--- config.mk ---
export PLATFORM = sky130hd
export DESIGN_NAME = pulse_train_controller
export DESIGN_NICKNAME = d
export VERILOG_FILES = /design/src/rtl/pulse_train_controller.sv
export SDC_FILE = /design/constraint.sdc
export NUM_CORES = 1
export LEC_CHECK = 0
export CORE_MARGIN = 2
export CORE_UTILIZATION = 64
export CTS_CLUSTER_SIZE = 14
export DETAILED_ROUTE_END_ITERATION = 7
export DONT_BUFFER_PORTS = 1
export PLACE_DENSITY_LB_ADDON = 0.08
export SLEW_MARGIN = 10
export SYNTH_ARGS = -nofsm -noshare
export SYNTH_HDL_FRONTEND = slang
export SYNTH_SLANG_ARGS = --single-unit
--- constraint.sdc ---
create_clock -name clk -period 2.8 [get_ports clk]
set_input_delay 0.28 -clock clk [delete_from_list [all_inputs] [get_ports clk]]
set_output_delay 0.28 -clock clk [all_outputs]
set_load 0.05 [all_outputs]
--- src/rtl/pulse_train_controller.sv ---
// Burst pulse sequencer: after an initial delay, issues N single-cycle pulses spaced P cycles apart,
// with start/abort control and busy/done/aborted status.
module pulse_train_controller #(
    parameter int TIMER_WIDTH = 16,
    parameter int COUNT_WIDTH = 8
) (
    input  logic                   clk,
    input  logic                   rst,
    input  logic                   start,
    input  logic                   abort,
    input  logic [TIMER_WIDTH-1:0] cfg_delay,
    input  logic [TIMER_WIDTH-1:0] cfg_period,
    input  logic [COUNT_WIDTH-1:0] cfg_count,
    output logic                   pulse,
    output logic                   busy,
    output logic                   done,
    output logic                   aborted,
    output logic [COUNT_WIDTH-1:0] pulses_left
);

    typedef enum logic [1:0] {IDLE, DELAY, RUN} state_t;

    state_t                 state, state_d;
    logic [TIMER_WIDTH-1:0] timer, timer_d;
    // Holds Pe-1, the value the timer reloads with after each pulse.
    logic [TIMER_WIDTH-1:0] reload, reload_d;
    logic [COUNT_WIDTH-1:0] left_d;
    logic                   pulse_d, busy_d, done_d, aborted_d;
    logic                   finishing, accept;

    // The completion edge behaves like IDLE for start, so a held start chains bursts without a gap.
    assign finishing = (state == RUN) && (pulses_left == '0);
    assign accept    = start && ((state == IDLE) || (finishing && !abort));

    always_ff @(posedge clk or posedge rst) begin
        // NOTE: sequential state uses non-blocking assignments so every register samples pre-edge values.
        if (rst) begin
            state       <= IDLE;
            timer       <= '0;
            reload      <= '0;
            pulses_left <= '0;
            pulse       <= 1'b0;
            busy        <= 1'b0;
            done        <= 1'b0;
            aborted     <= 1'b0;
        end else begin
            state       <= state_d;
            timer       <= timer_d;
            reload      <= reload_d;
            pulses_left <= left_d;
            pulse       <= pulse_d;
            busy        <= busy_d;
            done        <= done_d;
            aborted     <= aborted_d;
        end
    end

    always_comb begin
        // NOTE: every output of this block gets a default first, so no path can infer a latch.
        state_d   = state;
        timer_d   = timer;
        reload_d  = reload;
        left_d    = pulses_left;
        pulse_d   = 1'b0;
        busy_d    = busy;
        done_d    = 1'b0;
        aborted_d = 1'b0;

        if (state != IDLE && abort) begin
            state_d   = IDLE;
            timer_d   = '0;
            left_d    = '0;
            busy_d    = 1'b0;
            aborted_d = 1'b1;
        end else begin
            case (state)
                DELAY: begin
                    if (timer == '0) begin
                        pulse_d = 1'b1;
                        left_d  = pulses_left - 1'b1;
                        timer_d = reload;
                        state_d = RUN;
                    end else begin
                        timer_d = timer - 1'b1;
                    end
                end
                RUN: begin
                    if (finishing) begin
                        state_d = IDLE;
                        timer_d = '0;
                        busy_d  = 1'b0;
                        done_d  = 1'b1;
                    end else if (timer == '0) begin
                        pulse_d = 1'b1;
                        left_d  = pulses_left - 1'b1;
                        timer_d = reload;
                    end else begin
                        timer_d = timer - 1'b1;
                    end
                end
                default: ;
            endcase
        end

        if (accept) begin
            reload_d = (cfg_period == '0) ? '0 : cfg_period - 1'b1;
            if (cfg_count == '0) begin
                state_d = IDLE;
                timer_d = '0;
                left_d  = '0;
                busy_d  = 1'b0;
                done_d  = 1'b1;
            end else begin
                state_d = DELAY;
                timer_d = cfg_delay;
                left_d  = cfg_count;
                busy_d  = 1'b1;
            end
        end
    end

endmodule

==> summary by stage, run 1 <==
Outcome
The run finished with clean final reports.

Die
The die footprint is 5277 µm². For this configuration, the core starts out at a cell density of 67.85%. The region available for standard cell placement spans 4444 µm². During I/O placement, the number of pins put on the boundary was 56.

The floorplan row count is 24. The die is 72.64 µm tall. The floorplan die width is 72.64 µm.

CTS
After clock tree synthesis, the repair step resized 0 gates. The TritonCTS clock tree is yes. The clock-pin transition on the worst setup and hold timing paths is 0.09 ns. After clock tree synthesis, the flow added hold-fix buffers numbering 0. The clock passes through at most 2 buffers.

The clock sink count is 46. The clock tree synthesis step divided the H-tree into 2 levels. The total setup buffers inserted after CTS is 0. The insertion delay of the later-clocked pin in the worst-skew pair is 0.30 ns. The clock root buffer is sky130_fd_sc_hd__clkbuf_8. The number of clock buffers added by TritonCTS is 5.

Critical path
The critical path data required time is 3.04 ns. The arrival time at the worst endpoint is 2.66 ns. Of all nets on the critical path, the largest fanout is 14. The count of cells along the worst register-to-register path is 7. The worst setup path category is reg -> reg. The type of element capturing the critical path is a flop. The kind of start point of the critical path is a flop.

Detailed routing
The final routed wirelength across all metal layers is 7435 µm. After detailed routing, the average wire length per cell comes to 18.59 µm. For this run, the detailed router's first-pass iteration total came to 5. The via density per instance is 6.853. For this run, design rule violations remaining after detail routing come to 0. The count of routing violations after the opening detailed-route iteration is 301.

The via count of the routed design is 2,741. Once detail routing completed, the nets flagged for antenna violations numbered 0.

Synthesis
The unique cell type count in the Yosys netlist is 61. The synthesized instance count is 341. In the synthesized netlist the dominant register cell turns out to be sky130_fd_sc_hd__dfrtp_1. In this run the mean area of a mapped cell was 8.843 µm². The number of storage elements in the synthesis netlist is 46. The share of the Yosys chip area taken by registers is 38.17%. After synthesis, the share of flip-flops with an asynchronous set or reset is 100.0%. The synthesized netlist occupies a cell area of 3015 µm².

The Yosys step of the flow raised 0 warnings. The number of nets in the synthesized netlist is 393. The number of flops mapped to enable cells by yosys is 0.

Global route
The global routing usage summed across all routing layers is 29.96%. The number of global-route vias before repair is 2,641. After global routing the overflow that remains totals 0. The first global-routing pass estimated 12,480 µm of wire.

The pin count of the biggest net entering global routing is 47. The number of antenna violations at the first check in global routing is 0.

Finish
Fill cells in the final layout number 356. The final instance count without filler cells is 400. The area growth from synthesis to layout is 7.842%. The post-layout instance area is 3252 µm². In the layout the commonest cells are sky130_fd_sc_hd__dfrtp_1, sky130_fd_sc_hd__nand2_1, sky130_fd_sc_hd__o21ai_0, sky130_fd_sc_hd__nor2_1, sky130_fd_sc_hd__nor3_1. 0 antenna diodes ended up in the layout. The most common cell after layout, fill and taps aside is sky130_fd_sc_hd__dfrtp_1. In the final design database the tool counted 399 nets.

The final core utilization is 73.17%. The post-route netlist has 10.92% of its cells at a drive strength greater than 1.

Worst hold path
The class of the worst hold path is in -> async.

Placement
The cell count after placement is 392. The standard cell area after detailed placement is 3109 µm². The number of buffers inserted by port buffering is 0. Summed over all nets, the half-perimeter wirelength after detailed placement is 5503 µm. Routability-driven placement finished with a final weighted congestion of 0.9393.

STA
The max-slew violation count came to 0. The worst hold slack is 0.05509 ns. The worst-margin pin slew is 0.9337 ns. The final count of negative-setup-slack endpoints is 0. The maximum clock rate is 412.3 MHz. The number of hold violations in the final report is 0. Clock skew on the completed layout was measured at 0.007768 ns. The final critical delay including setup and external delays is 2.426 ns. The sum of negative setup slack is 0 ns.

The worst pin sits at a relative slew slack of 37.66%. Dividing the final minimum period by the clock period gives 86.63%. Setup repair after global routing left no endpoint under its margin.

Power
Of the total power, the clock network draws 15.4%. Internal power comes to 2117 µW. Sequential cells burn 32.0% of the power. Summed over all nets, the switching power comes to 1796 µW.

In this run the power density over the cells is 1203 nW/µm². The worst vdd rail ir drop is 0.6554 mV. The share of power burned in combinational logic is 52.6%.

The switching power share of the total is 45.90%. The static leakage is 0.001360 µW.

Job
Across the run, the number of max-cap violations was 0.
[critical path: stages, from the launching register on]
cell,delay (ns)
sky130_fd_sc_hd__dfrtp_1,0.42
sky130_fd_sc_hd__inv_1,0.09
sky130_fd_sc_hd__ha_1,0.25
sky130_fd_sc_hd__mux2_2,0.40
sky130_fd_sc_hd__a31oi_1,0.32
sky130_fd_sc_hd__nand2_1,0.37
sky130_fd_sc_hd__o31ai_1,0.34
sky130_fd_sc_hd__a221o_1,0.18
[kinds of logic (layout without fill, tap and decap cells)]
group           Yosys count  in the layout  share of synthesized area [%]
simple gates            134            134                          24.56
fa+ha+maj                 8              8                          3.320
xor+xnor                 17             17                          4.938
compound gates          102            102                          22.99
mux                       5              5                          1.743
buf+inv                  29             36                          4.274
flops                    46             46                          38.17
[stage by stage]
| stage | total power [µW] | worst slack, ns |
|---|---|---|
| 3_5_place_dp | 3261 | 0.4547 |
| 4_1_cts | 3887 | 0.3792 |
| 3_3_place_gp | 3217 | 0.5654 |
| 5_1_grt | 4192 | 0.2140 |
| 6_report | 3913 | 0.3743 |
| 2_1_floorplan | 2794 | 0.4341 |
[cell type report]
type | count | area, µm² | area share, %
multi-input cells | 266 | 1735 | 53.37
flip-flops and latches | 46 | 1151 | 35.40
repair buffers | 14 | 105.1 | 3.232
clock buffers | 6 | 82.58 | 2.539
well taps | 52 | 65.06 | 2.001
clock inverters | 2 | 60.06 | 1.847
inverters | 14 | 52.55 | 1.616
[cells in the mapped netlist (2+ instances only)]
library cell	number	area, µm²
sky130_fd_sc_hd__and3_1	3	18.77
sky130_fd_sc_hd__or3_1	5	31.28
sky130_fd_sc_hd__xnor2_1	7	61.31
sky130_fd_sc_hd__a31o_2	2	17.52
sky130_fd_sc_hd__o22ai_1	2	12.51
sky130_fd_sc_hd__buf_2	6	30.03
sky130_fd_sc_hd__nand4_1	6	37.54
sky130_fd_sc_hd__clkbuf_1	5	18.77
sky130_fd_sc_hd__a21oi_1	12	60.06
sky130_fd_sc_hd__nand2_1	40	150.1
sky130_fd_sc_hd__nand3_1	6	30.03
sky130_fd_sc_hd__nor3b_1	2	15.01
sky130_fd_sc_hd__o31ai_1	3	22.52
sky130_fd_sc_hd__inv_1	14	52.55
sky130_fd_sc_hd__buf_4	3	22.52
sky130_fd_sc_hd__nor2_1	23	86.33
sky130_fd_sc_hd__a22oi_1	7	52.55
sky130_fd_sc_hd__a32oi_1	2	17.52
sky130_fd_sc_hd__nor3_1	17	85.08
sky130_fd_sc_hd__a21o_1	3	22.52
sky130_fd_sc_hd__ha_1	8	100.1
sky130_fd_sc_hd__mux2i_1	3	30.03
sky130_fd_sc_hd__nand3b_1	2	15.01
sky130_fd_sc_hd__nor4_4	2	42.54
sky130_fd_sc_hd__a211oi_1	4	30.03
sky130_fd_sc_hd__o21ai_1	2	10.01
sky130_fd_sc_hd__and2_1	4	25.02
sky130_fd_sc_hd__a221o_1	11	110.1
sky130_fd_sc_hd__o2bb2ai_1	2	17.52
sky130_fd_sc_hd__a31oi_1	10	62.56
sky130_fd_sc_hd__nand2b_1	4	25.02
sky130_fd_sc_hd__xor2_1	10	87.58
sky130_fd_sc_hd__dfrtp_1	46	1151
sky130_fd_sc_hd__o21ai_0	32	160.2
sky130_fd_sc_hd__nor4_1	6	37.54
sky130_fd_sc_hd__a41o_1	2	20.02
[path summary, 6_finish.rpt]
path,slack (ns),start,end
setup / recovery,0.37,state[1]$_DFFE_PP0P_,timer[9]$_DFFE_PP0P_
hold / removal,0.06,rst,pulses_left[5]$_DFFE_PP0P_
setup reg to reg,0.37,state[1]$_DFFE_PP0P_,timer[9]$_DFFE_PP0P_
hold reg to reg,0.49,reload[3]$_DFFE_PP0P_,reload[3]$_DFFE_PP0P_
max in group asynchronous,2.15,rst,aborted$_DFF_PP0_
min in group clk,0.09,cfg_period[0],reload[0]$_DFFE_PP0P_
[metal layers]
| layer | global-route usage [%] | share of wire [%] | vias up |
|---|---|---|---|
| met5 | 0 | 0 | - |
| met4 | 10.08 | 2.2 | 0 |
| met3 | 6.906 | 7.1 | 20 |
| met2 | 45.05 | 46 | 134 |
| met1 | 42.81 | 45 | 1298 |
| li1 | - | - | 1289 |
[flip-flops by register name (all words and copies together) (netlist names)]
signal       cells
reload          16
done             1
pulses_left      8
busy             1
pulse            1
timer           16
aborted          1
state            2
[power by group through the flow]
| stage | combinational, µW | clock [µW] | sequential, µW |
|---|---|---|---|
| finish | 2060 | 602 | 1250 |
| global route | 2250 | 644 | 1290 |
| CTS | 2030 | 611 | 1250 |
| detailed placement | 2000 | 0 | 1260 |
| global placement | 1970 | 0 | 1250 |
| floorplan | 1420 | 0 | 1370 |
(Power assumes the default switching activity.)
==> run 2: changes to the inputs <==
--- a/config.mk
+++ b/config.mk
@@ -6,7 +6,7 @@
 export NUM_CORES = 1
 export LEC_CHECK = 0
 export CORE_MARGIN = 2
-export CORE_UTILIZATION = 64
+export CORE_UTILIZATION = 58
 export CTS_CLUSTER_SIZE = 14
 export DETAILED_ROUTE_END_ITERATION = 7
 export DONT_BUFFER_PORTS = 1
==> constraint.sdc (replaced) <==
create_clock -name clk -period 2.05 [get_ports clk]
set_input_delay 0.205 -clock clk [delete_from_list [all_inputs] [get_ports clk]]
set_output_delay 0.205 -clock clk [all_outputs]
set_load 0.05 [all_outputs]
==> run 2 against run 1 <==
  * Clock skew up 0.0018 ns
  * Total power up 62%
  * Sequential cell count unchanged
  * Critical path depth up 1
  * Clock power down 2%
  * Register-to-register slack worse by 0.37 ns
  * Worst hold slack worse by 0.041 ns
  * Utilization up 2.5 points
  * Routed wire length up 18%
  * Clock-buffer cell count unchanged
  * First-iteration DRC count up 10%
  * Critical endpoint is now timer[0]$_DFFE_PP0P_
==> summary by stage, run 2 (synthesis results as in run 1) <==
Finish
The most common cell after layout, fill and taps aside is sky130_fd_sc_hd__buf_4. The share of layout cells above drive strength 1 is 30.23% (+19 points). The final instance count without filler cells was 467 (+17%). The net total in the final layout came to 448 (+12%). In the final layout, the registers with the most flip-flops are reload x16, timer x16, pulses_left x8.

The count of inserted antenna diode cells came to 0 (unchanged). The number of inserted filler cells in the final layout is 385 (+8.1%). From synthesis to final layout, the design area changed by 27.30%. The final core utilization came to 75.64% (+2.5 points). Leaving out fill and tap cells, the most frequent cells in the layout are sky130_fd_sc_hd__buf_4, sky130_fd_sc_hd__dfrtp_1, sky130_fd_sc_hd__nand2_1, sky130_fd_sc_hd__nor2_1, sky130_fd_sc_hd__o21ai_1.

Die
The I/O pin count is 56 (unchanged). The floorplan row count is 26 (+8.3%). The die footprint is 5792 µm² (+9.8%). The floorplan die width was 76.11 µm (+4.8%). The area of the placeable core is 5075 µm² (+14%). The initial cell density of the core is 59.42% (-8.4 points).

The die extent in y came to 76.11 µm (+4.8%).

Global route
The number of antenna violations at the first check in global routing came to 0 (unchanged). The global-route congestion overflow total was 0 (unchanged). The global routing usage summed across all routing layers is 28.80% (-1.2 points). The pin count of the biggest net entering global routing came to 25 (-47%). The number of global-route vias before repair came to 2,766 (+4.7%). The global-route wire length before repair is 13,410 µm (+7.5%).

Detailed routing
The length of the first detailed-routing pass in iterations is 8 (+3). The number of nets with antenna violations after routing is 0 (unchanged). The detailed-route wire length per cell is 18.71 µm (+0.66%). The via count of the routed design came to 2,987 (+9.0%).

The count of routing violations after the opening detailed-route iteration is 331 (+10%). The via density per instance is 6.396 (-6.7%). The detailed-route DRC error count came to 0 (unchanged).

The final routed wirelength across all metal layers is 8738 µm (+18%).

Outcome
The run finished with clean final reports.

Placement
The cell count after placement is 442 (+13%). The number of buffers inserted by port buffering is 0 (unchanged). The global placement routability congestion is 0.8954 (-4.7%). The total half-perimeter wirelength after legalization and detailed placement is 6070 µm (+10%).

Critical path
The worst setup path category is reg -> reg. The critical path data required time is 2.27 ns (-0.77 ns). The worst setup path is launched from a flop. The maximum fanout encountered on the critical timing path is 8 (-6). The arrival time at the worst endpoint is 2.27 ns (-0.39 ns). The type of element capturing the critical path is a flop.

STA
Setup repair after global routing could not meet its margin everywhere. The final setup skew came to 0.009557 ns (+0.001789 ns). The maximum clock rate is 487.8 MHz (+18%). The post-route fraction of the period consumed by the critical path is 99.99% (+13 points). The max-slew headroom at the worst pin is 65.27% (+28 points). The final count of negative-setup-slack endpoints is 0 (unchanged). The final critical delay including setup and external delays came to 2.050 ns (-0.3758 ns).

The max-slew violation count was 0 (unchanged). The number of hold violations in the final report is 0 (unchanged). The worst-margin pin slew is 0.5203 ns (-0.4134 ns).

CTS
TritonCTS built the clock tree. The number of buffers inserted during clock tree synthesis is 5 (unchanged). The clock sink count came to 46 (unchanged).

The insertion delay of the later-clocked pin in the worst-skew pair was 0.31 ns (about the same). The clock-pin transition on the worst setup and hold timing paths came to 0.09 ns (about the same). In this run the clock root is driven by a sky130_fd_sc_hd__clkbuf_8. The clock tree buffer depth came to 2 (unchanged).

The number of H-tree levels is 2 (unchanged).

Power
The worst vdd rail ir drop is 0.8204 mV (+25%). The static leakage came to 0.001627 µW (+20%). The power density over the cells is 1653 nW/µm² (+37%).

Worst hold path
The path class of the tightest hold or removal check is in -> reg.

Job
The total of max-cap violations came to 0 (unchanged).
run 2: changes by cell type in the layout (fill, tap and decap cells not counted), sizes merged:
cell and delta:
clkinv +1, buf +44, dlygate4sd3 +2, bufinv -2
and3 +3, clkinvlp +1
run 2: path summary, 6_finish.rpt:
| path | startpoint | end | slack, ns | cells past startpoint |
|---|---|---|---|---|
| max | pulses_left[0]$_DFFE_PP0P_ | timer[0]$_DFFE_PP0P_ | 0.0001 | 8 |
| min | cfg_delay[15] | timer[15]$_DFFE_PP0P_ | 0.01 | 2 |
| max reg2reg | pulses_left[0]$_DFFE_PP0P_ | timer[0]$_DFFE_PP0P_ | 0.0001 | 8 |
| min reg2reg | reload[3]$_DFFE_PP0P_ | reload[3]$_DFFE_PP0P_ | 0.49 | 2 |
| max in group asynchronous | rst | pulses_left[1]$_DFFE_PP0P_ | 1.15 | 3 |
| min in group asynchronous | rst | pulses_left[5]$_DFFE_PP0P_ | 0.38 | 2 |
run 2: power by group:
part | switching, µW | total, µW | internal [µW]
clock network | 319 | 590 | 271
registers | 390 | 1690 | 1300
logic | 2210 | 4070 | 1850
run 2: repair_timing:
item,in CTS,in global routing
pin swaps,0,23
hold buffers,2,0
setup endpoints to repair,7,42
endpoints found under the hold margin,23,0
gates resized for setup,3,62
buffers inserted,0,12
cloned,0,4
run 2: cell type report:
class	instances	area, µm²	share of cell area (%)
Clock buffer	6	82.58	2.151
Tap cell	70	87.58	2.282
Clock inverter	2	12.51	0.3259
Timing Repair Buffer	60	503.0	13.10
Multi-Input combinational cell	269	1943	50.62
Sequential cell	46	1155	30.08
Inverter	14	55.05	1.434
run 2: through the flow:
stage                TNS, ns  total power [µW]  hold WS, ns  worst slack (ns)  area [µm²]
floorplan           -0.07662              3898       0.3145          -0.07662        3055
global placement           0              4930       0.1431           0.06820        3417
detailed placement  -0.03473              5018       0.1501          -0.01679        3417
CTS                        0              5635      0.02632          0.007436        3546
global route          -1.340              6759      0.01355          -0.06811        3839
finish                     0              6344      0.01382         0.0001397        3839
run 2: layer usage:
| metal | up-vias | share of wire (%) | wire length (µm) | track usage, % |
|---|---|---|---|---|
| met5 | - | 0 | 0 | 0 |
| met4 | 0 | 2.1 | 186 | 8.364 |
| met3 | 21 | 6.7 | 589 | 5.569 |
| met2 | 154 | 47 | 4127 | 45.00 |
| met1 | 1413 | 44 | 3835 | 41.07 |
| li1 | 1399 | - | - | - |
run 2: worst max-delay path: stages (launching register included):
cell	delay, ns
sky130_fd_sc_hd__dfrtp_2	0.43
sky130_fd_sc_hd__inv_4	0.09
sky130_fd_sc_hd__ha_4	0.14
sky130_fd_sc_hd__nor4b_4	0.32
sky130_fd_sc_hd__buf_4	0.20
sky130_fd_sc_hd__a32o_2	0.32
sky130_fd_sc_hd__and3_4	0.31
sky130_fd_sc_hd__a22oi_2	0.06
sky130_fd_sc_hd__o21ai_1	0.10
